### config.mk
export PLATFORM = sky130hd
export DESIGN_NAME = reset_sequencer_flat
export DESIGN_NICKNAME = d
export VERILOG_FILES = /design/src/rtl/reset_sequencer_pkg.sv /design/src/rtl/reset_sequencer_if.sv /design/src/rtl/reset_sequencer_sync_2ff.sv /design/src/rtl/reset_sequencer.sv /design/src/flat_wrapper.sv
export SDC_FILE = /design/constraint.sdc
export NUM_CORES = 1
export LEC_CHECK = 0
export ABC_CLOCK_PERIOD_IN_PS = 5000
export CAP_MARGIN = 40
export CORE_ASPECT_RATIO = 0.7
export CORE_MARGIN = 2
export CORE_UTILIZATION = 63
export DETAILED_ROUTE_END_ITERATION = 12
export GPL_TIMING_DRIVEN = 0
export PLACE_DENSITY = 0.84
export SETUP_SLACK_MARGIN = 0.4
export SYNTH_ARGS = -nofsm -noshare
export SYNTH_HDL_FRONTEND = slang
export SYNTH_SLANG_ARGS = --single-unit
### constraint.sdc
create_clock -name clock_i -period 5 [get_ports clock_i]
set_input_delay 1 -clock clock_i [delete_from_list [all_inputs] [get_ports clock_i]]
set_output_delay 1 -clock clock_i [all_outputs]
set_load 0.03 [all_outputs]
### src/rtl/reset_sequencer_pkg.sv
// reset_pkg: shared definitions for the reset sequencer.
//   - state_e         : FSM state encoding (WAIT/HOLD/RUN), also driven on state_o
//   - LOSS_CNT_BITS   : width of the saturating ready-loss counter
//   - STAGE_PACK_MAX  : widest packed STAGE_HOLD vector the extraction helper accepts
//   - stage_hold()    : pulls one stage's release count out of the packed vector
package reset_pkg;

  typedef enum logic [1:0] {
    ST_WAIT = 2'd0,
    ST_HOLD = 2'd1,
    ST_RUN  = 2'd2
  } state_e;

  localparam int LOSS_CNT_BITS  = 8;
  localparam int STAGE_PACK_MAX = 1024;

  // Returns stage idx of a packed vector whose fields are cnt_bits wide
  // (cnt_bits <= 32). Only ever evaluated at elaboration time.
  function automatic logic [31:0] stage_hold(input logic [STAGE_PACK_MAX-1:0] pk,
                                             input int idx,
                                             input int cnt_bits);
    logic [31:0] mask;
    if (cnt_bits >= 32) begin
      mask = 32'hFFFF_FFFF;
    end else begin
      mask = (32'd1 << cnt_bits) - 32'd1;
    end
    return 32'(pk >> (idx * cnt_bits)) & mask;
  endfunction

endpackage

### src/rtl/reset_sequencer_if.sv
// reset_sequencer_if: ready/soft-reset requests in, stage resets and status out.
//   ready_i          : asynchronous ready/lock levels (NUM_READY bits)
//   soft_reset       : synchronous soft-reset request
//   reset_o          : active-high stage resets (NUM_STAGES bits)
//   state_o          : current sequencer state
//   soft_busy_o      : soft-reset delay pending
//   ready_loss_cnt_o : saturating ready-loss count
// master = the side issuing requests, slave = the sequencer.
interface reset_sequencer_if
  import reset_pkg::*;
#(
  parameter int NUM_READY  = 4,
  parameter int NUM_STAGES = 2
);
  logic [NUM_READY-1:0]     ready_i;
  logic                     soft_reset;
  logic [NUM_STAGES-1:0]    reset_o;
  logic [1:0]               state_o;
  logic                     soft_busy_o;
  logic [LOSS_CNT_BITS-1:0] ready_loss_cnt_o;

  modport master (
    output ready_i, soft_reset,
    input  reset_o, state_o, soft_busy_o, ready_loss_cnt_o
  );

  modport slave (
    input  ready_i, soft_reset,
    output reset_o, state_o, soft_busy_o, ready_loss_cnt_o
  );
endinterface

### src/rtl/reset_sequencer_sync_2ff.sv
// sync_2ff: single-bit two-flop synchronizer with asynchronous active-low clear.
//   clock_i   : destination clock
//   reset_n_i : asynchronous active-low clear (both flops to 0)
//   d_i       : asynchronous input level
//   q_o       : synchronised level, two edges of latency
module sync_2ff (
  input  logic clock_i,
  input  logic reset_n_i,
  input  logic d_i,
  output logic q_o
);
  logic meta_q;
  logic sync_q;

  // Two-stage capture of the asynchronous level
  always_ff @(posedge clock_i or negedge reset_n_i) begin
    if (!reset_n_i) begin
      meta_q <= 1'b0;
      sync_q <= 1'b0;
    end else begin
      meta_q <= d_i;
      sync_q <= meta_q;
    end
  end

  assign q_o = sync_q;
endmodule

### src/rtl/reset_sequencer.sv
// reset_sequencer: multi-stage reset release gated by debounced ready inputs.
//   clock_i   : fabric clock
//   reset_n_i : asynchronous active-low reset
//   sif       : reset_sequencer_if.slave (ready_i, soft_reset in; reset_o,
//               state_o, soft_busy_o, ready_loss_cnt_o out, all registered)
// Stages are released in order of their STAGE_HOLD counts once all ready
// inputs have been stable for READY_FILTER cycles; a soft reset re-runs the
// release sequence after SOFT_DELAY cycles without re-running the filter.
module reset_sequencer
  import reset_pkg::*;
#(
  parameter int                             NUM_READY    = 4,
  parameter int                             NUM_STAGES   = 2,
  parameter int                             CNT_BITS     = 22,
  parameter logic [NUM_STAGES*CNT_BITS-1:0] STAGE_HOLD   = {22'd4194303, 22'd31},
  parameter int                             READY_FILTER = 16,
  parameter int                             SOFT_DELAY   = 1023
) (
  input  logic              clock_i,
  input  logic              reset_n_i,
  reset_sequencer_if.slave  sif
);
  localparam int FILT_BITS = $clog2(READY_FILTER + 1);
  localparam int DLY_BITS  = $clog2(SOFT_DELAY + 1);
  localparam logic [FILT_BITS-1:0] FILT_TARGET = FILT_BITS'(READY_FILTER);
  localparam logic [DLY_BITS-1:0]  DLY_LOAD    = DLY_BITS'(SOFT_DELAY);
  localparam logic [CNT_BITS-1:0]  HOLD_LAST   =
    CNT_BITS'(stage_hold(STAGE_PACK_MAX'(STAGE_HOLD), NUM_STAGES - 1, CNT_BITS));

  // Parameter sanity, evaluated at elaboration
  if (CNT_BITS < 1 || CNT_BITS > 32) begin : g_bad_cnt_bits
    $fatal(1, "reset_sequencer: CNT_BITS must be 1..32");
  end
  if (NUM_STAGES * CNT_BITS > STAGE_PACK_MAX) begin : g_bad_pack
    $fatal(1, "reset_sequencer: STAGE_HOLD too wide");
  end
  if ((64'(HOLD_LAST) >> CNT_BITS) != 64'd0) begin : g_bad_range
    $fatal(1, "reset_sequencer: last STAGE_HOLD does not fit CNT_BITS");
  end
  if (READY_FILTER < 1) begin : g_bad_filter
    $fatal(1, "reset_sequencer: READY_FILTER must be >= 1");
  end
  if (SOFT_DELAY < 2) begin : g_bad_delay
    $fatal(1, "reset_sequencer: SOFT_DELAY must be >= 2");
  end

  logic [NUM_READY-1:0]     ready_sync;
  logic                     ready_all;
  logic [NUM_STAGES-1:0]    hold_lt;
  logic [FILT_BITS-1:0]     filt_q, filt_d;
  logic [DLY_BITS-1:0]      dly_q, dly_d;
  logic                     soft_start_q, soft_start_d;
  logic                     busy_q;
  state_e                   state_q;
  logic [CNT_BITS-1:0]      cnt_q;
  logic [NUM_STAGES-1:0]    reset_q;
  logic [LOSS_CNT_BITS-1:0] loss_q;

  for (genvar g = 0; g < NUM_READY; g++) begin : g_sync
    sync_2ff u_sync (
      .clock_i   (clock_i),
      .reset_n_i (reset_n_i),
      .d_i       (sif.ready_i[g]),
      .q_o       (ready_sync[g])
    );
  end

  assign ready_all = &ready_sync;

  // Per-stage release compare plus ordering/range checks on the hold counts
  for (genvar g = 0; g < NUM_STAGES; g++) begin : g_stage
    localparam logic [CNT_BITS-1:0] HOLD_G =
      CNT_BITS'(stage_hold(STAGE_PACK_MAX'(STAGE_HOLD), g, CNT_BITS));
    assign hold_lt[g] = (cnt_q < HOLD_G);
    if (HOLD_G == {CNT_BITS{1'b0}}) begin : g_bad_zero
      $fatal(1, "reset_sequencer: STAGE_HOLD entries must be >= 1");
    end
    if (g > 0) begin : g_order
      if (HOLD_G < CNT_BITS'(stage_hold(STAGE_PACK_MAX'(STAGE_HOLD), g - 1, CNT_BITS))) begin : g_bad_order
        $fatal(1, "reset_sequencer: STAGE_HOLD must be nondecreasing");
      end
    end
  end

  // Next-state for the ready filter and the soft-reset delay
  always_comb begin
    filt_d       = filt_q;
    dly_d        = dly_q;
    soft_start_d = 1'b0;
    if (!ready_all) begin
      filt_d = {FILT_BITS{1'b0}};
    end else if (filt_q != FILT_TARGET) begin
      filt_d = filt_q + FILT_BITS'(1);
    end else begin
      filt_d = filt_q;
    end
    // A request while already pending simply reloads, so only one restart occurs
    if (sif.soft_reset) begin
      dly_d = DLY_LOAD;
    end else if (dly_q != {DLY_BITS{1'b0}}) begin
      dly_d = dly_q - DLY_BITS'(1);
    end else begin
      dly_d = dly_q;
    end
    if (dly_q == DLY_BITS'(1) && !sif.soft_reset) begin
      soft_start_d = 1'b1;
    end else begin
      soft_start_d = 1'b0;
    end
  end

  // Filter, delay and soft-start registers
  always_ff @(posedge clock_i or negedge reset_n_i) begin
    if (!reset_n_i) begin
      filt_q       <= {FILT_BITS{1'b0}};
      dly_q        <= {DLY_BITS{1'b0}};
      soft_start_q <= 1'b0;
      busy_q       <= 1'b0;
    end else begin
      filt_q       <= filt_d;
      dly_q        <= dly_d;
      soft_start_q <= soft_start_d;
      busy_q       <= (dly_d != {DLY_BITS{1'b0}});
    end
  end

  // Sequencer FSM: ready loss beats soft start beats the normal transition
  always_ff @(posedge clock_i or negedge reset_n_i) begin
    if (!reset_n_i) begin
      state_q <= ST_WAIT;
      cnt_q   <= {CNT_BITS{1'b0}};
      reset_q <= {NUM_STAGES{1'b1}};
      loss_q  <= {LOSS_CNT_BITS{1'b0}};
    end else if (!ready_all) begin
      state_q <= ST_WAIT;
      cnt_q   <= {CNT_BITS{1'b0}};
      reset_q <= {NUM_STAGES{1'b1}};
      if ((state_q == ST_HOLD || state_q == ST_RUN) && loss_q != {LOSS_CNT_BITS{1'b1}}) begin
        loss_q <= loss_q + LOSS_CNT_BITS'(1);
      end
    end else if (soft_start_q && state_q != ST_WAIT) begin
      state_q <= ST_HOLD;
      cnt_q   <= {CNT_BITS{1'b0}};
      reset_q <= {NUM_STAGES{1'b1}};
    end else begin
      case (state_q)
        ST_WAIT: begin
          cnt_q   <= {CNT_BITS{1'b0}};
          reset_q <= {NUM_STAGES{1'b1}};
          if (filt_q == FILT_TARGET) begin
            state_q <= ST_HOLD;
          end
        end
        ST_HOLD: begin
          reset_q <= hold_lt;
          // Counter stops at the last stage's count so it can never wrap
          if (cnt_q == HOLD_LAST) begin
            state_q <= ST_RUN;
          end else begin
            cnt_q <= cnt_q + CNT_BITS'(1);
          end
        end
        ST_RUN: begin
          reset_q <= {NUM_STAGES{1'b0}};
        end
        default: begin
          state_q <= ST_WAIT;
          cnt_q   <= {CNT_BITS{1'b0}};
          reset_q <= {NUM_STAGES{1'b1}};
        end
      endcase
    end
  end

  assign sif.reset_o          = reset_q;
  assign sif.state_o          = state_q;
  assign sif.soft_busy_o      = busy_q;
  assign sif.ready_loss_cnt_o = loss_q;

endmodule

### src/flat_wrapper.sv
// flat-port wrapper written by rule: the top's interface ports become plain ports
module reset_sequencer_flat import reset_pkg::*;
#(
  parameter int                             NUM_READY    = 4,
  parameter int                             NUM_STAGES   = 2,
  parameter int                             CNT_BITS     = 22,
  parameter logic [NUM_STAGES*CNT_BITS-1:0] STAGE_HOLD   = {22'd4194303, 22'd31},
  parameter int                             READY_FILTER = 16,
  parameter int                             SOFT_DELAY   = 1023
)
  (clock_i, reset_n_i, sif_ready_i, sif_soft_reset, sif_reset_o, sif_state_o, sif_soft_busy_o, sif_ready_loss_cnt_o);
  reset_sequencer_if #(.NUM_READY(NUM_READY), .NUM_STAGES(NUM_STAGES)) sif_i ();
  input  logic clock_i;
  input  logic reset_n_i;
  input wire logic [$bits(sif_i.ready_i)-1:0] sif_ready_i;
  input wire logic [$bits(sif_i.soft_reset)-1:0] sif_soft_reset;
  output wire logic [$bits(sif_i.reset_o)-1:0] sif_reset_o;
  output wire logic [$bits(sif_i.state_o)-1:0] sif_state_o;
  output wire logic [$bits(sif_i.soft_busy_o)-1:0] sif_soft_busy_o;
  output wire logic [$bits(sif_i.ready_loss_cnt_o)-1:0] sif_ready_loss_cnt_o;
  assign sif_i.ready_i = sif_ready_i;
  assign sif_i.soft_reset = sif_soft_reset;
  assign sif_reset_o = sif_i.reset_o;
  assign sif_state_o = sif_i.state_o;
  assign sif_soft_busy_o = sif_i.soft_busy_o;
  assign sif_ready_loss_cnt_o = sif_i.ready_loss_cnt_o;
  reset_sequencer #(.NUM_READY(NUM_READY), .NUM_STAGES(NUM_STAGES), .CNT_BITS(CNT_BITS), .STAGE_HOLD(STAGE_HOLD), .READY_FILTER(READY_FILTER), .SOFT_DELAY(SOFT_DELAY)) u_core (.clock_i(clock_i), .reset_n_i(reset_n_i), .sif(sif_i));
endmodule
# Yosys cells after proc, flatten, opt, wreduce, memory -nomap -nowiden
# Cells that the tools add are included.
# totals
register_bits	59
inputBits	7
output_inout_bits	13
word_cells	65
# classes
addsub	4
n_lt_le_gt_ge	2
eq_ne	12
muxes	17
n_bitwise	1
n_reduce_logical	13
# ops
operator	count
$mux 22	3
$pmux 22 s2	1
$add 22x1->22 const B	1
$eq 22x22->1 const B	1
$lt 22x22->1 const B	1
$lt 22x5->1 const B	1
$mux 10	2
$reduce_bool 10->1	2
$mux 2	6
$ne 4x4->1 const B	3
$eq 10x1->1 const B	1
$mux 5	2
$sub 10x1->10 const B	1
$add 8x1->8 const B	1
$ne 8x8->1 const B	1
$pmux 2 s3	1
$add 5x1->5 const B	1
$eq 5x5->1 const B	1
$ne 5x5->1 const B	1
$pmux 2 s2	1
$reduce_and 2->1	2
$reduce_and 4->1	1
$logic_and 1x1->1	3
$ne 3x3->1 const B	1
other kinds (10)	10

# Depth between registers and ports, before layout
# depth
depth_word	5
ltp_mapped	8
ltp_nobuf	7

# By module
# Synthesis repeated with hierarchy kept, for this count alone.
# hier_totals
hier_cells	340
area_unflattened_um2	3274.4
# by_module_without_submodules
module	instances	cells_each	area_each_um2	seq_area_each_um2
reset_sequencer	1	332	3074.2	1278.7
sync_2ff	4	2	50.0	50.0

# Worst setup path after synthesis
# No wires, ideal clock.
# synth_timing
path_type	register to register
from	reg u_core.state_q[0], in the netlist u_core.sif.state_o[0]
to	reg u_core.cnt_q[14]
setup_time_ps	138
arrival_ps	2128
required_ps	4862
path_slack_ps	2734
stages_incl_launch_ff	9
n_path_buf	2
period_less_slack_ps	2266
path_cell_list	dfrtp_1 inv_1 ha_1 nand2b_1 nand2_1 or2_2 clkbuf_1 buf_1 nor2_1
# synth_between
elab_chain_len	4
elab_cells_between_ends	10
classes_between	4 x eq/ne; 3 x mux; 3 x reduce/logical
# synth_lines
item	line	text
start, declared	reset_sequencer.sv:54	state_e state_q;
start signal, assigned	reset_sequencer.sv:130	state_q <= ST_WAIT;
start signal, assigned	reset_sequencer.sv:135	state_q <= ST_WAIT;
start signal, assigned	reset_sequencer.sv:142	state_q <= ST_HOLD;
$eq 2x2->1 (tied with other cells)	reset_sequencer.sv:146	case (state_q)
$pmux 22 s2 / $logic_and 1x1->1 (equally long branches)	reset_sequencer.sv:146, reset_sequencer.sv:141	
$mux 22 (tied with other cells)	reset_sequencer.sv:141	end else if (soft_start_q && state_q != ST_WAIT) begin
$mux 22 / $reduce_and 2->1 (equally long branches)	--	
end signal, assigned	reset_sequencer.sv:136	cnt_q <= {CNT_BITS{1'b0}};
end signal, assigned	reset_sequencer.sv:143	cnt_q <= {CNT_BITS{1'b0}};
end signal, assigned	reset_sequencer.sv:148	cnt_q <= {CNT_BITS{1'b0}};
end, declared	reset_sequencer.sv:55	logic [CNT_BITS-1:0] cnt_q;
# Parallel ways exist; a longest one is shown, timed or not.
# A chain may end at the register's enable or synchronous reset.

# Worst setup path after layout
# layout_timing
from	reg u_core.state_q[0], in the netlist u_core.sif.state_o[0]
to	reg u_core.cnt_q[20]
# Same word-level chain as after synthesis.

==> summary.txt <==
Status
  – Run status: completed

Finish
  – Final Non-Filler Cells: 418
  – N_diodes: 0
  – Area grow syn2layout: 16.0%
  – Fill count: 327
  – Share of cells above drive strength 1: 12.0%
  – Final layout net count: 361

Placement
  – HPWL Detailed: 4.71 mm
  – Number of port buffers: 19
  – Cells after DPL: 402
  – Final GP Congestion: 0.931

Die
  – Row count: 21
  – Die W: 88.3 um
  – Total core area: 0.00478 mm^2
  – Die area: 0.00556 mm^2
  – DIE HEIGHT: 63.0 um
  – Io pins: 20
  – Initial Util: 65.5%

Logic synthesis
  – Syn Inst Count: 313
  – Unique cell type count in the Yosys netlist: 51
  – EDFF count, synth: 0
  – Asr flop ratio synth: 100%
  – Post-Syn Nets: 330
  – Main flop type after synthesis: dfrtp_1
  – Mapped cell area: 0.00313 mm^2
  – Register bit count reported by yosys: 59
  – Sequential-to-total area share from yosys stat: 47.2%
  – Yosys warning count: 0
  – Syn avg cell area: 10.0 um^2

Hold path
  – Worst Hold Class: flop to flop

Clocking
  – Clock Sinks: 59
  – Number of H-tree levels: 3
  – Clk Latency, worst-skew pair: 0.34 ns
  – CTS max path bufs: 2
  – TritonCTS clock tree: built
  – Clk slew on worst S/H paths: 0.06 ns
  – Number of buffers created by CTS: 9
  – Cts hold-fix bufs: 0
  – PostCTS Resize Cnt: 0
  – Root buffer cell: clkbuf_8
  – Post-CTS setup buffers: 0

Global route
  – Initial antenna violation count: 0
  – Largest net degree at the start of global routing: 31
  – Overflow after GRT: 0
  – Number of global-route vias before repair: 2425
  – First-pass GRT wire length: 11.7 mm
  – Gr usage total: 27.5%

Power and ir drop
  – Gate power share: 10.0%
  – Worst vdd ir: 0.235 mV
  – Clock share of power: 42.5%
  – Sw Share: 24.7%
  – Seq pwr share: 47.5%
  – Net Switching: 271 uW
  – Power Internal: 824 uW
  – Pwr Density: 301 mW/mm^2
  – Leak: 1.38 nW

Timing
  – Final Hold Fails: 0
  – Slew margin rel.: 49.4%
  – Final setup violation count: 0
  – Setup TNS: 0 ns
  – Final Max Tran Viols: 0
  – Tcrit/Tclk final: 52.3%
  – Worst slew pin tran: 0.754 ns
  – Final Critical Period: 2.61 ns
  – Clock skew: 0.00998 ns
  – Max Freq: 383 MHz
  – RSZ-0062 raised after global routing: no

Route
  – Routed vias/inst: 6.15
  – DR DRC count: 0
  – Drt wl/cell: 16.1 um
  – Routed Wire Length: 6.71 mm
  – Vias: 2569
  – Drt first-iter violations: 247
  – DRT Pass-1 Iters: 5
  – Final ANT Viol Nets: 0

Worst setup path
  – Critical Path Start Type: flop
  – Critical path class: flop to flop
  – Crit path DAT: 2.81 ns
  – Critical Path RT: 5.20 ns
  – Setup crit end kind: flop
  – Crit path max fanout: 10

Run
  – Max-cap violation count: 0
==> worst max-delay path, stage by stage, from the launching register on <==
cell,delay (ns)
dfrtp_1,0.40
inv_1,0.10
ha_1,0.24
nand2b_1,0.20
nand2_1,0.24
or2_2,0.16
clkbuf_1,0.47
buf_1,0.54
nor2_1,0.12
==> final timing paths <==
path,to,from,slack [ns],cells past startpoint
max,u_core.cnt_q[20],u_core.sif.state_o[0],2.39,8
min,u_core.g_sync[2].u_sync.q_o,u_core.g_sync[2].u_sync.meta_q,0.34,0
max reg2reg,u_core.cnt_q[20],u_core.sif.state_o[0],2.39,8
min reg2reg,u_core.g_sync[2].u_sync.q_o,u_core.g_sync[2].u_sync.meta_q,0.34,0
max in group asynchronous,u_core.dly_q[8],reset_n_i,3.71,2
min in group asynchronous,u_core.sif.ready_loss_cnt_o[4],reset_n_i,0.69,1
==> cell usage after synthesis (3+ instances only) <==
| master | number | area, um^2 |
|---|---|---|
| o21ai_0 | 9 | 45.0 |
| or4_1 | 6 | 45.0 |
| and3_1 | 5 | 31.3 |
| clkbuf_1 | 4 | 15.0 |
| o21ai_1 | 6 | 30.0 |
| xor2_1 | 10 | 87.6 |
| o21ai_2 | 4 | 35.0 |
| ha_1 | 10 | 125 |
| o211ai_1 | 3 | 22.5 |
| nand4_1 | 8 | 50.1 |
| nand3_1 | 19 | 95.1 |
| nor4_1 | 9 | 56.3 |
| a21oi_1 | 12 | 60.1 |
| nor2_1 | 25 | 93.8 |
| or3_1 | 11 | 68.8 |
| nand2_1 | 21 | 78.8 |
| nor3_1 | 7 | 35.0 |
| a21oi_2 | 8 | 70.1 |
| o31ai_1 | 3 | 22.5 |
| xnor2_1 | 9 | 78.8 |
| dfrtp_1 | 57 | 1430 |
| mux2i_1 | 8 | 80.1 |
| or2_2 | 4 | 25.0 |
| inv_1 | 12 | 45.0 |
| nand2b_1 | 8 | 50.1 |
==> logic make-up after synthesis <==
group | count (synthesis) | share of synthesized area, %
simple gates | 136 | 23.8
flops | 59 | 47.2
mux | 9 | 2.92
fa+ha+maj | 10 | 4.00
compound gates | 61 | 13.9
xor+xnor | 19 | 5.32
buf+inv | 19 | 2.76
==> registers in the layout, indices dropped and copies added (netlist names) <==
signal and count:
u_core.cnt_q 22, u_core.dly_q 10, u_core.sif.ready_loss_cnt_o 8, u_core.filt_q 5, u_core.g_sync.u_sync.meta_q 4, u_core.g_sync.u_sync.q_o 4
u_core.sif.reset_o 2, u_core.sif.state_o 2, u_core.sif.soft_busy_o 1, u_core.soft_start_q 1
==> through the flow <==
stage / util [%] / area (um^2) / worst slack, ns / power, mW / hold WS [ns]
after CTS: 75.9 / 3630 / 2.36 / 1.11 / 0.346
after global routing: 75.9 / 3630 / 2.14 / 1.14 / 0.360
after global placement: 71.2 / 3410 / 1.11 / 0.633 / 0.337
final: 75.9 / 3630 / 2.39 / 1.09 / 0.342
after detailed placement: 71.6 / 3420 / 2.38 / 0.639 / 0.335
after floorplan: - / 3130 / 2.73 / 0.583 / 0.331
==> layout by cell type (no fill, tap or decap), types with 2 or more instances in the layout <==
master	instances
clkdlybuf4s50_1	18
nor4_1	9
o211ai_1	3
or3_1	11
nand4_2	2
buf_6	2
nor2b_1	2
ha_1	10
o31ai_1	3
a21oi_1	12
dfstp_2	2
clkbuf_8	9
and4_1	2
nand4_1	8
o2111ai_1	2
or2_2	4
o21ai_0	9
nand2_1	21
clkinv_2	2
nor2_1	25
nand4b_1	2
inv_1	12
nor3_1	7
xor2_1	10
nand3_1	19
a21oi_2	8
bufinv_16	2
dfrtp_1	57
or4_1	6
xnor2_1	9
o21ai_2	4
o21ai_1	6
a211o_1	2
nand2b_1	8
mux2i_1	8
a2111oi_0	2
and3_1	5
clkbuf_1	6
==> cell type report <==
type / instances / area (um^2) / area share (%)
tap: 69 / 86.3 / 2.38
timing repair buffer: 20 / 205 / 5.65
buffer: 7 / 41.3 / 1.14
sequential: 59 / 1480 / 40.7
multi-input combinational: 235 / 1570 / 43.1
clock inverter: 5 / 77.6 / 2.14
inverter: 12 / 45.0 / 1.24
clock buffer: 11 / 131 / 3.62
==> power groups by stage <==
stage | combinational (mW) | sequential [mW] | clock [mW]
floorplan | 0.0311 | 0.552 | 0
global placement | 0.107 | 0.527 | 0
detailed placement | 0.111 | 0.528 | 0
CTS | 0.111 | 0.520 | 0.475
global route | 0.120 | 0.523 | 0.501
finish | 0.110 | 0.520 | 0.465
==> layer usage <==
layer	wire (um)	GRT usage (%)	share of wire, %
met4	55	6.25	0.82
met2	2950	38.8	44
met3	455	8.45	6.8
met5	0	0	0
met1	3250	41.6	48
Power figures use the tool's default switching activity.
==> patch, RTL diff (config.mk and constraints unchanged) <==
`NUM_READY` is set to 4 in 3 places; all go to 8.
--- a/src/rtl/reset_sequencer_if.sv
+++ b/src/rtl/reset_sequencer_if.sv
@@ -9,7 +9,7 @@
 interface reset_sequencer_if
   import reset_pkg::*;
 #(
-  parameter int NUM_READY  = 4,
+  parameter int NUM_READY  = 8,
   parameter int NUM_STAGES = 2
 );
   logic [NUM_READY-1:0]     ready_i;
--- a/src/rtl/reset_sequencer.sv
+++ b/src/rtl/reset_sequencer.sv
@@ -9,7 +9,7 @@
 module reset_sequencer
   import reset_pkg::*;
 #(
-  parameter int                             NUM_READY    = 4,
+  parameter int                             NUM_READY    = 8,
   parameter int                             NUM_STAGES   = 2,
   parameter int                             CNT_BITS     = 22,
   parameter logic [NUM_STAGES*CNT_BITS-1:0] STAGE_HOLD   = {22'd4194303, 22'd31},
--- a/src/flat_wrapper.sv
+++ b/src/flat_wrapper.sv
@@ -1,7 +1,7 @@
 // flat-port wrapper written by rule: the top's interface ports become plain ports
 module reset_sequencer_flat import reset_pkg::*;
 #(
-  parameter int                             NUM_READY    = 4,
+  parameter int                             NUM_READY    = 8,
   parameter int                             NUM_STAGES   = 2,
   parameter int                             CNT_BITS     = 22,
   parameter logic [NUM_STAGES*CNT_BITS-1:0] STAGE_HOLD   = {22'd4194303, 22'd31},
Ports: changed (resized sif_ready_i); port bits go from 20 to 24. The function was not compared with the original's and may differ.
==> patch against the original RTL <==
- first-iteration DRC count fell by 2.0%
- setup slack got worse by 0.11 ns
- core utilization increased by 1.4 points
- cell area increased by 4.1%
- synthesized cell count rose by 5.8%
- sequential cell count increased by 8
- wire length decreased by 0.54%
- highest routed layer unchanged
- fmax shrank 4.1%
- non-clock buffer count rose by 7
- synthesized area up 4.8%
Power is not compared: it rests on default switching activity, and its combinational part moved more than twofold at a synthesized area within 25%.
==> patch: results (changes against the original RTL) <==
Parameter                              Value

CTS
  Number of clock sinks seen by CTS ... 67 (was 59)
  Post CTS Setup Buffer Count ... 0 (unchanged)
  Number of gates resized after cts ... 0 (unchanged)
  Clock latency at the later pin of the worst-skew pair ... 0.35 ns
  Cts bufs inserted ... 9 (unchanged)
  Number of buffers between clock root and the deepest sink ... 2 (unchanged)
  Depth of the CTS H-tree ... 3 (unchanged)
  Clock Tree Root ... clkbuf_8 (unchanged)
  Clock input transition at the sequential cells of the worst setup and hold paths ... 0.07 ns

Setup path
  Maximum fanout encountered on the critical timing path ... 8 (was 10)
  Crit-path max cell delay ... 0.57 ns (was 0.54 ns)
  Slowest cell on crit path ... nor4b_2 (was buf_1)
  Cell class contributing the biggest share of worst-path delay ... simple AND/OR/NAND/NOR gates (was buffers and inverters)
  Critical path data arrival time ... 2.95 ns (was 2.81 ns)

Synthesis
  Share of the yosys chip area belonging to registers ... 0.512 (was 0.472)
  Most numerous cell types in the synthesized netlist ... dfrtp_1, nor2_1, nand2_1, a21oi_1, nand3_1 (was dfrtp_1, nor2_1, nand2_1, nand3_1)
  Post-synth ARST share ... 1.00 (unchanged)
  Largest cells by area after synthesis ... dfrtp_1, ha_1, xnor2_1, nor2_1, a21oi_1 (was dfrtp_1, ha_1, nand3_1, nor2_1, xor2_1)
  Syn_nets ... 352 (was 330)
  Main synth FF type ... dfrtp_1 (unchanged)
  Distinct cells, synth ... 49 (was 51)
  Count of warnings emitted by yosys ... 0 (unchanged)

Routing
  Post-Route WL ... 6.68 mm (was 6.71 mm)
  Vias ... 2701 (was 2569)
  Starting DRC count in detailed routing ... 242 (was 247)
  First-pass DRT Iterations ... 5 (unchanged)

Power and ir drop
  Lkg Pwr ... 1.40 nW
  Peak supply drop ... 187 uV

Global routing
  Initial antenna violation count ... 0 (unchanged)
  First-pass GRT wire length ... 11.5 mm (was 11.7 mm)
  GRT Util Overall ... 0.254 (was 0.275)
  Largest net degree at the start of global routing ... 68 (was 31)
  Number of global-route vias before repair ... 2460 (was 2425)

Place
  Number of buffers added on ports ... 23 (was 19)
  HPWL after DPL ... 4.61 mm (was 4.71 mm)
  GPL Wtd Cong ... 0.898 (was 0.931)

Layout
  Top flop regs ... u_core.cnt_q x22, u_core.dly_q x10
  Proportion of layout cells with a drive suffix above 1 ... 0.0863 (was 0.120)
  Antenna Diode Count ... 0 (unchanged)
  Number of nets in the final layout ... 388 (was 361)

Run status
  Run status ... finished, final reports clean (unchanged)

Timing
  Final Skew ... 0.0101 ns (was 0.00998 ns)
  Slew headroom ... 0.464 (was 0.494)

Min path
  Class of the tightest hold or removal check ... flip-flop to flip-flop (unchanged)
-- patch: changes by cell type after synthesis, moves of 5 or more --
cell and change:
a21oi_1 +8, a21oi_2 -8, clkbuf_1 +5, dfrtp_1 +8
mux2i_1 -8, nand2b_1 -5, nor3_1 +7
-- patch: cell type report --
class | instances | area, um^2
fill | 338 | 1110
tap | 69 | 86.3
clock inverter | 6 | 43.8
sequential | 67 | 1680
timing repair buffer | 25 | 244
buffer | 9 | 33.8
inverter | 14 | 52.6
multi-input combinational | 241 | 1520
clock buffer | 9 | 124
-- patch: power by group --
part	total, W	internal (W)	switching [W]
clock network	0.000386	0.000176	0.000210
logic	0.0000282	0.0000112	0.0000170
registers	0.000556	0.000550	0.00000547
-- patch: worst paths after layout --
check                                                         start                                    endpoint  slack, ns  cells after the start
hold / removal             u_core.g_sync[3].u_sync.meta_q$_DFF_PN0_       u_core.g_sync[3].u_sync.q_o$_DFF_PN0_       0.35                      0
setup / recovery                          u_core.dly_q[0]$_DFF_PN0_            u_core.sif.soft_busy_o$_DFF_PN0_       2.27                      7
min in group asynchronous                                 reset_n_i  u_core.sif.ready_loss_cnt_o[0]$_DFFE_PN0P_       0.74                      1
setup reg to reg                          u_core.dly_q[0]$_DFF_PN0_            u_core.sif.soft_busy_o$_DFF_PN0_       2.27                      7
hold reg to reg            u_core.g_sync[3].u_sync.meta_q$_DFF_PN0_       u_core.g_sync[3].u_sync.q_o$_DFF_PN0_       0.35                      0
max in group asynchronous                                 reset_n_i                u_core.cnt_q[15]$_DFFE_PN0P_       3.74                      1
-- patch: metal layers --
metal | global-route usage | vias to the layer above | share of wire
li1 | - | 1288 | -
met4 | 0.0788 | 0 | 0.014
met2 | 0.369 | 119 | 0.44
met1 | 0.366 | 1279 | 0.47
met3 | 0.0837 | 15 | 0.077
met5 | 0 | - | 0
-- patch: cells by family (layout without fill, tap and decap cells) --
logic type	after synthesis	after routing	share of synthesized area
and+or+nand+nor	147	147	0.241
xor gates and xnor gates	19	19	0.0507
DFF	67	67	0.512
adders and majority gates	10	10	0.0381
buffers and inverters	23	63	0.0263
AOI/OAI and AO/OA	65	65	0.132
-- patch: through the flow --
stage	worst slack [ns]	instance area, um^2	cells	hold WS [ns]	util
6_report	2.27	3780	440	0.350	0.773
3_5_place_dp	2.12	3610	425	0.335	0.739
4_1_cts	2.32	3780	440	0.353	0.773
5_1_grt	2.10	3780	440	0.361	0.773
3_3_place_gp	0.825	3600	423	0.335	0.736
2_1_floorplan	2.69	3280	331	0.331	-
